===== src/rtl/rr_handshake_arbiter_pkg.sv =====
// Shared definitions for the round-robin handshake arbiter.
//   rr_state_t : arbiter FSM state (idle search / locked on a stalled offer).
//   rr_inc     : circular increment of a requester index modulo n.
package rr_handshake_arbiter_pkg;

  typedef enum logic [0:0] {
    StIdle   = 1'b0,
    StLocked = 1'b1
  } rr_state_t;

  // Next index after idx, wrapping to 0 at n.
  function automatic int unsigned rr_inc(int unsigned idx, int unsigned n);
    return (idx + 1 >= n) ? 0 : idx + 1;
  endfunction

endpackage


===== src/rtl/rr_handshake_arbiter_picker.sv =====
// Circular find-first-set: returns the first asserted request at or after prio_i,
// wrapping modulo N_REQ.
//   req_i       : request vector
//   prio_i      : index with highest priority
//   grant_idx_o : selected index (prio_i when nothing is requested)
//   any_valid_o : at least one request asserted
module rr_priority_picker #(
  parameter int unsigned N_REQ = 4,
  parameter int unsigned IDX_W = $clog2(N_REQ)
) (
  input  logic [N_REQ-1:0] req_i,
  input  logic [IDX_W-1:0] prio_i,
  output logic [IDX_W-1:0] grant_idx_o,
  output logic             any_valid_o
);

  always_comb begin
    int         k;
    logic [IDX_W-1:0] k_idx;
    grant_idx_o = prio_i;
    any_valid_o = 1'b0;
    k           = 0;
    k_idx       = '0;
    for (int i = 0; i < int'(N_REQ); i++) begin
      k     = (int'(prio_i) + i) % int'(N_REQ);
      k_idx = IDX_W'(k);
      if (!any_valid_o && req_i[k_idx]) begin
        grant_idx_o = k_idx;
        any_valid_o = 1'b1;
      end
    end
  end

endmodule


===== src/rtl/rr_handshake_arbiter.sv =====
// Round-robin arbiter sharing one valid/ready channel among N_REQ requesters.
// The grant is locked while an offer is stalled so valid/data stay stable until
// accepted. Forward path is combinational; intended to feed a flushable spill cell.
//   clk_i, rst_n_i : clock, asynchronous active-low reset
//   flush_i        : synchronous flush (drops lock, priority back to 0)
//   valid_i/data_i : per-requester offers, ready_o : per-requester accept (one-hot or 0)
//   valid_o/data_o : downstream offer, ready_i : downstream accept
//   grant_idx_o    : currently granted requester
module rr_handshake_arbiter
  import rr_handshake_arbiter_pkg::*;
#(
  parameter int unsigned N_REQ  = 4,
  parameter type         DATA_T = logic,
  parameter int unsigned IDX_W  = $clog2(N_REQ)
) (
  input  logic                     clk_i,
  input  logic                     rst_n_i,
  input  logic                     flush_i,
  input  logic  [N_REQ-1:0]        valid_i,
  output logic  [N_REQ-1:0]        ready_o,
  input  DATA_T [N_REQ-1:0]        data_i,
  output logic                     valid_o,
  input  logic                     ready_i,
  output DATA_T                    data_o,
  output logic  [IDX_W-1:0]        grant_idx_o
);

  rr_state_t        state_q, state_d;
  logic [IDX_W-1:0] prio_q, prio_d;
  logic [IDX_W-1:0] lock_idx_q, lock_idx_d;

  logic [IDX_W-1:0] sel_idx;
  logic             any_valid;
  logic             handshake;

  rr_priority_picker #(
    .N_REQ (N_REQ),
    .IDX_W (IDX_W)
  ) u_picker (
    .req_i       (valid_i),
    .prio_i      (prio_q),
    .grant_idx_o (sel_idx),
    .any_valid_o (any_valid)
  );

  // Outputs. valid_o depends only on valid_i/state/flush, never on ready_i.
  always_comb begin
    if (state_q == StLocked) begin
      grant_idx_o = lock_idx_q;
      valid_o     = valid_i[lock_idx_q] & ~flush_i;
    end else begin
      grant_idx_o = sel_idx;
      valid_o     = any_valid & ~flush_i;
    end
    data_o    = data_i[grant_idx_o];
    handshake = valid_o & ready_i;
    ready_o   = '0;
    if (handshake) begin
      ready_o[grant_idx_o] = 1'b1;
    end
  end

  always_comb begin
    state_d    = state_q;
    prio_d     = prio_q;
    lock_idx_d = lock_idx_q;
    if (flush_i) begin
      state_d = StIdle;
      prio_d  = '0;
    end else if (handshake) begin
      state_d = StIdle;
      prio_d  = IDX_W'(rr_inc(32'(grant_idx_o), N_REQ));
    end else if (state_q == StIdle && valid_o) begin
      state_d    = StLocked;
      lock_idx_d = grant_idx_o;
    end
    // A locked requester that drops valid keeps the lock until it completes or flush.
  end

  always_ff @(posedge clk_i or negedge rst_n_i) begin
    if (!rst_n_i) begin
      state_q    <= StIdle;
      prio_q     <= '0;
      lock_idx_q <= '0;
    end else begin
      state_q    <= state_d;
      prio_q     <= prio_d;
      lock_idx_q <= lock_idx_d;
    end
  end

  ready_onehot_a: assert property (@(posedge clk_i) disable iff (!rst_n_i)
    $onehot0(ready_o));

  // Upstream must hold valid on the locked requester until it is accepted.
  lock_valid_held_a: assert property (@(posedge clk_i) disable iff (!rst_n_i)
    (state_q == StLocked && !flush_i) |-> valid_i[lock_idx_q]);

  grant_stable_a: assert property (@(posedge clk_i) disable iff (!rst_n_i)
    (valid_o && !ready_i) |=> (flush_i || grant_idx_o == $past(grant_idx_o)));

endmodule


===== config.mk =====
export PLATFORM = sky130hd
export DESIGN_NAME = rr_handshake_arbiter
export DESIGN_NICKNAME = d
export VERILOG_FILES = /design/src/rtl/rr_handshake_arbiter_pkg.sv /design/src/rtl/rr_handshake_arbiter_picker.sv /design/src/rtl/rr_handshake_arbiter.sv
export SDC_FILE = /design/constraint.sdc
export NUM_CORES = 1
export LEC_CHECK = 0
export ABC_AREA = 1
export CELL_PAD_IN_SITES_DETAIL_PLACEMENT = 1
export CELL_PAD_IN_SITES_GLOBAL_PLACEMENT = 2
export CORE_MARGIN = 2
export CORE_UTILIZATION = 27
export DETAILED_ROUTE_END_ITERATION = 8
export PLACE_DENSITY_LB_ADDON = 0.1
export SYNTH_ARGS = -nofsm -noshare
export SYNTH_HDL_FRONTEND = slang
export SYNTH_SLANG_ARGS = --single-unit

===== constraint.sdc =====
create_clock -name clk_i -period 3.6 [get_ports clk_i]
set_clock_uncertainty 0.1 [all_clocks]
set_input_delay 0.72 -clock clk_i [delete_from_list [all_inputs] [get_ports clk_i]]
set_output_delay 0.72 -clock clk_i [all_outputs]
set_load 0.005 [all_outputs]

---- After elaboration in Yosys (flattened, before gate mapping) ----
Index checks and enable logic that the tools add are counted.
cells by class
  $lt $le $gt $ge ......................... 8
  mux-type cells .......................... 30
  shifts and indexed selects .............. 0
  multipliers ............................. 0
  add/sub/neg operators ................... 4
  divide/modulo/power cells ............... 0
  equal/unequal tests ..................... 0
  reductions and logical operators ........ 11
  bitwise logic cells ..................... 6
operators with widths
  kind                                                        count
  less-than comparator 2 x 3 -> 1 bit, second input constant  6
  2-to-1 mux 1 bit                                            15
  2-to-1 mux 2 bit                                            7
  binary-select mux 1 bit (select 2 bit)                      6
  logical AND 1 bit                                           5
  adder 2 bit, second input constant                          2
  2-to-1 mux 4 bit                                            1
  adder 2 x 1 -> 3 bit, second input constant                 1
  AND 1 bit                                                   3
  >= comparator 3 bit, second input constant                  1
  zero test 1 bit                                             3
  inverter 1 bit                                              3
  AND reduction 3 bit                                         1
  nonzero test 3 bit                                          1
  adder 2 x 1 -> 2 bit, second input constant                 1
  demux 1 bit (select 2 bit)                                  1
  >= comparator 2 x 1 -> 1 bit, second input constant         1
  nonzero test 2 bit                                          1
storage, ports and cells
  memories ................................ 0
  bits in writable memories ............... 0
  latch bits .............................. 0
  bits in read-only memories .............. 0
  register bits after elaboration ......... 5
  logic and storage cells ................. 62
  output and inout port bits .............. 8

---- Depth between registers and ports, before layout ----
  depth in word-level cells ............... 18
  mapped depth ............................ 18

---- Modules after synthesis ----
Synthesis repeated with hierarchy kept, for this count alone.
unflattened totals
  cell total of the unflattened synthesis .. 124
  area total of the unflattened synthesis .. 739.5 µm²
modules (own cells, without submodules)
  module                area each (µm²)  instances  cells an instance
  rr_handshake_arbiter  440.4            1          60
  rr_priority_picker    299.0            1          64

---- Least setup slack after synthesis ----
No wires, ideal clock.
  path kind ............................... input port to output port
  start point ............................. in valid_i[1]
  end point ............................... out ready_o[2]
  arrival time ............................ 1.906 ns
  setup slack ............................. 0.874 ns
  data required time ...................... 2.780 ns
  cell stages on the path ................. 14
  cells stage by stage .................... inv_1 -> nand2_1 -> nand3_2 -> nand2_2 -> nor2_8 -> nand3_2 -> nand2_1 -> nand2_1 -> nand2_1 -> nand3_1 -> nand2_1 -> ha_1 -> inv_1 -> nor2_1
between the ends
  cells in the longest elaborated chain, start to end .. 18
ends and longest elaborated chain
  element                                                                                                           RTL line                           source
  from (decl)                                                                                                       rr_handshake_arbiter.sv:19         input logic [N_REQ-1:0] valid_i,
  binary-select mux 1 bit (select 2 bit)                                                                            rr_handshake_arbiter_picker.sv:27  if (!any_valid_o && req_i[k_idx]) begin
  2-to-1 mux 1 bit (not written as such)                                                                            rr_handshake_arbiter_picker.sv:27
  2-to-1 mux 1 bit                                                                                                  rr_handshake_arbiter_picker.sv:27
  zero test 1 bit                                                                                                   rr_handshake_arbiter_picker.sv:27
  logical AND 1 bit                                                                                                 rr_handshake_arbiter_picker.sv:27
  2-to-1 mux 1 bit                                                                                                  rr_handshake_arbiter_picker.sv:27
  zero test 1 bit                                                                                                   rr_handshake_arbiter_picker.sv:27
  logical AND 1 bit                                                                                                 rr_handshake_arbiter_picker.sv:27
  [3 not listed]                                                                                                    --
  2-to-1 mux 2 bit *                                                                                                rr_handshake_arbiter_picker.sv:27
  2-to-1 mux 2 bit *                                                                                                rr_handshake_arbiter.sv:48         if (state_q == StLocked) begin
  named net grant_idx_o[1]                                                                                          rr_handshake_arbiter.sv:25         output logic [IDX_W-1:0] grant_idx_o
  less-than comparator 2 x 3 -> 1 bit (not written as such) / >= comparator 2 x 1 -> 1 bit (equally long branches)  rr_handshake_arbiter.sv:59         ready_o[grant_idx_o] = 1'b1;
  logical AND 1 bit (not written as such)                                                                           rr_handshake_arbiter.sv:59
  2-to-1 mux 1 bit (not written as such)                                                                            rr_handshake_arbiter.sv:59
  demux 1 bit (select 2 bit) *                                                                                      rr_handshake_arbiter.sv:59
  2-to-1 mux 4 bit *                                                                                                rr_handshake_arbiter.sv:58         if (handshake) begin
  to (decl)                                                                                                         rr_handshake_arbiter.sv:20         output logic [N_REQ-1:0] ready_o,
The timed path passes the listed nets; every way through them passes the cells marked *. The select of a mux whose other input is x is not followed.

---- Final worst setup path ----
  start point ............................. reg prio_q[0]
  end point ............................... out ready_o[3]
between the ends
  cells in the longest elaborated chain, start to end .. 18
ends and longest elaborated chain
  element                                                        RTL line                    source
  from (decl)                                                    rr_handshake_arbiter.sv:29  logic [IDX_W-1:0] prio_q, prio_d;
  from (signal assigned)                                         rr_handshake_arbiter.sv:87  prio_q <= prio_d;
  branches (longest 17 deep; another with adder 2 x 1 -> 2 bit)  --
  2-to-1 mux 4 bit *                                             rr_handshake_arbiter.sv:58
Every way passes the cells marked *. The select of a mux whose other input is x is not followed.

==> results.sh <==
export IMPL_maxUsedRoutingLayer="met3"
export IMPL_synth_compound_area_share_pct=9.077
export IMPL_rr_endpoint="prio_q[1]$_DFFE_PN0P_"
export IMPL_period_minus_slack_ns=3.438
export IMPL_port_buffer_count=19
export IMPL_critPathLaunchType="flop"
export IMPL_drc=0
export IMPL_finalHoldViolations=0
export IMPL_syn_nets=154
export IMPL_internal_power_mw=0.6662
export IMPL_end_kind="primary output"
export IMPL_rsz0062_at_grt="no"
export IMPL_r2r_cells=14
export IMPL_dr_wl_met2_mm=1.440
export IMPL_cpLargestDelayFamily="simple AND/OR/NAND/NOR gates"
export IMPL_dr_wl_met3_um=48
export IMPL_tightest_slew_ns=0.2676
export IMPL_layout_common_cells="53 x nand2_1, 20 x buf_4, 14 x nand3_1, 14 x clkdlybuf4s50_1, 13 x nand2_2"
export IMPL_clk_latency_ns=0.24
export IMPL_first_iter_violations=11
export IMPL_groute_usage_overall_pct=16.27
export IMPL_hold_path_depth=2
export IMPL_fmax_ghz=0.2909
export IMPL_num_nets_final=196
export IMPL_cp_slowest_cell="clkdlybuf4s50_1"
export IMPL_die_h_um=59.35
export IMPL_gp_congestion=0.8026
export IMPL_grt_overflow_total=0
export IMPL_path_buf_inv=3
export IMPL_path_max_fanout=11
export IMPL_cp_slowest_stage_delay_ns=0.50
export IMPL_cts_sink_count=5
export IMPL_swShare_pct=50.96
export IMPL_cts_buffers=3
export IMPL_slew_headroom_pct=82.05
export IMPL_status="finished, final reports clean"
export IMPL_yosysUniqueCellTypes=24
export IMPL_h_tree_depth=1
export IMPL_utilization_pct=41.93
export IMPL_rows=20
export IMPL_die_width_um=59.35
export IMPL_ir_worst_vdd_v=0.0004341
export IMPL_clkPwrFrac_pct=4.7
export IMPL_cts_tree="built"
export IMPL_netlist_area_um2=827.0
export IMPL_slew_viol_final=0
export IMPL_synth_cells=138
export IMPL_yosysWarnings=0
export IMPL_ys_ff_latch=5
export IMPL_power_density_nw_per_um2=1088
export IMPL_ys_seq_area_share_pct=15.13
export IMPL_routed_wl_mm=2.662
export IMPL_pin_count=20
export IMPL_crit_arrival_ns=2.62
export IMPL_switchingPower_mw=0.6922
export IMPL_muxShareOfSynthArea_pct=0
export IMPL_firstDrtPassIters=4
export IMPL_place_inst=203
export IMPL_grt_first_pass_wirelength_mm=4.485
export IMPL_setup_violations=0
export IMPL_wl_per_cell_um=12.56
export IMPL_synth_adder_area_share_pct=6.051
export IMPL_hold_buffers=0
export IMPL_route_antenna_remaining_nets=0
export IMPL_rrSetupSlack_ns=1.37
export IMPL_combPwrFrac_pct=86.5
export IMPL_nFillCells=407
export IMPL_grt_antenna_before_repair=0
export IMPL_grt_pass1_vias=1057
export IMPL_stdcell_count=212
export IMPL_synth_area_per_cell_um2=5.993
export IMPL_initial_utilization_pct=27.77
export IMPL_dieArea_um2=3522
export IMPL_cellLeakagePower_nw=0.6608
export IMPL_min_delay_start="lock_idx_q[1]$_DFFE_PN0P_"
export IMPL_seq_power_share_pct=8.7
export IMPL_drive_gt1_share_pct=35.75
export IMPL_grt_max_degree=12
export IMPL_hold_path_end="lock_idx_q[1]$_DFFE_PN0P_"
export IMPL_synth_top_family_by_area="simple AND/OR/NAND/NOR gates"
export IMPL_dpl_hpwl_mm=2.095
export IMPL_synth_xor_xnor_area_share_pct=0
export IMPL_avgViaCountPerCell=4.769
export IMPL_cts_root_buf="clkbuf_4"
export IMPL_ctsLongestPathBuffers=2
export IMPL_core_area_um2=2978
export IMPL_worst_hold_path_type="flop to flop"
export IMPL_synth_simple_area_share_pct=59.30
export IMPL_n_antenna_cell=0
export IMPL_cap_violations=0
export IMPL_wl_met1_mm=1.173
export IMPL_area_growth_pct=50.98
export IMPL_required_ns=2.78
export IMPL_cts_clk_slew_worst_paths_ns=0.04
export IMPL_period_share_pct=95.49
export IMPL_rr_startpoint="prio_q[0]$_DFFE_PN0P_"
export IMPL_crit_type="flop to primary output"
export IMPL_path_cells="buf_6, nand2_1, nand2_4, nand2_2, nand2_4, nor2_8, nand4_1, nand3_1, nand3_2, nand2_2, ha_1, inv_1, nor2_1, clkdlybuf4s50_1"
export IMPL_via_count=1011
export IMPL_final_common_cell="nand2_1"
[flip-flops by register name (all words and copies together) (netlist names)]
| signal | count |
|---|---|
| prio_q | 2 |
| lock_idx_q | 2 |
| state_q | 1 |
[Yosys cell counts]
cell type,count,share of area (%)
nor2_2,1,0.76
ha_1,4,6.1
nand2_2,9,6.8
buf_6,2,2.7
or2_2,1,0.76
nand2_1,58,26
a21oi_1,1,0.60
a21oi_2,1,1.1
buf_4,1,0.91
inv_2,4,1.8
o21ai_1,3,1.8
nand3_2,4,4.8
nand3_1,15,9.1
o21ai_0,1,0.60
nand2_4,3,4.1
nand4_1,2,1.5
o211ai_1,1,0.91
dfrtp_1,5,15
nor2_1,6,2.7
a211oi_1,1,0.91
o21ai_2,2,2.1
inv_1,11,5.0
nor2_8,1,2.4
a211o_1,1,1.1
[worst min-delay path, cell delays in order, from the launching register on]
cell,delay (ns)
dfrtp_1,0.40
nand2_1,0.07
o21ai_1,0.07
[cell type report]
cell class | instances | area, µm² | area share, %
flip-flops and latches | 5 | 127.6 | 10.22
repair buffers | 40 | 334.1 | 26.75
well taps | 33 | 41.29 | 3.307
multi-input cells | 115 | 653.1 | 52.30
inverters | 15 | 66.31 | 5.311
clock buffers | 4 | 26.28 | 2.104
[stage by stage]
| stage | instance area, µm² | TNS (ns) | power (mW) | hold WS, ns | setup slack, ns |
|---|---|---|---|---|---|
| floorplan | 827.0 | 0 | 0.7478 | 0.3244 | 0.8740 |
| global placement | 1149 | -1.032 | 1.151 | 0.4817 | -0.2390 |
| detailed placement | 1149 | -1.296 | 1.167 | 0.4820 | -0.2912 |
| CTS | 1216 | 0 | 1.316 | 0.4948 | 0.004575 |
| global route | 1249 | 0 | 1.508 | 0.5358 | 0.001894 |
| finish | 1249 | 0 | 1.358 | 0.4768 | 0.1622 |
[worst max-delay path by stage]
stage,startpoint,endpoint,cells after the start
detailed placement,valid_i[2],ready_o[3],17
global placement,valid_i[2],ready_o[2],13
floorplan,valid_i[1],ready_o[2],14
finish,prio_q[0]$_DFFE_PN0P_,ready_o[3],14
global route,prio_q[0]$_DFFE_PN0P_,ready_o[0],18
CTS,valid_i[2],ready_o[0],14
[cells by family after synthesis]
family / after synthesis
AO/OA/AOI/OAI: 11
adder cells (fa/ha/maj): 4
buffers and inverters: 18
flip-flops: 5
AND/OR/NAND/NOR: 100
[repair_timing]
item                       CTS  global route
resized for setup           14            17
buffers inserted             2             3
setup endpoints to repair    7             5
pin swaps                    6             5
[power by group through the flow]
stage | Sequential, mW | Clock [mW] | Combinational [mW]
2_1_floorplan | 0.0958 | 0 | 0.652
3_3_place_gp | 0.121 | 0 | 1.03
3_5_place_dp | 0.121 | 0 | 1.05
4_1_cts | 0.121 | 0.0669 | 1.13
5_1_grt | 0.123 | 0.0687 | 1.32
6_report | 0.119 | 0.0640 | 1.18
[layer usage]
layer	up-vias	track usage [%]
met5	-	0
met4	0	3.896
met1	477	20.72
met2	16	30.14
li1	518	-
met3	0	0.2183
No activity file was read; power rests on OpenSTA's default activity.
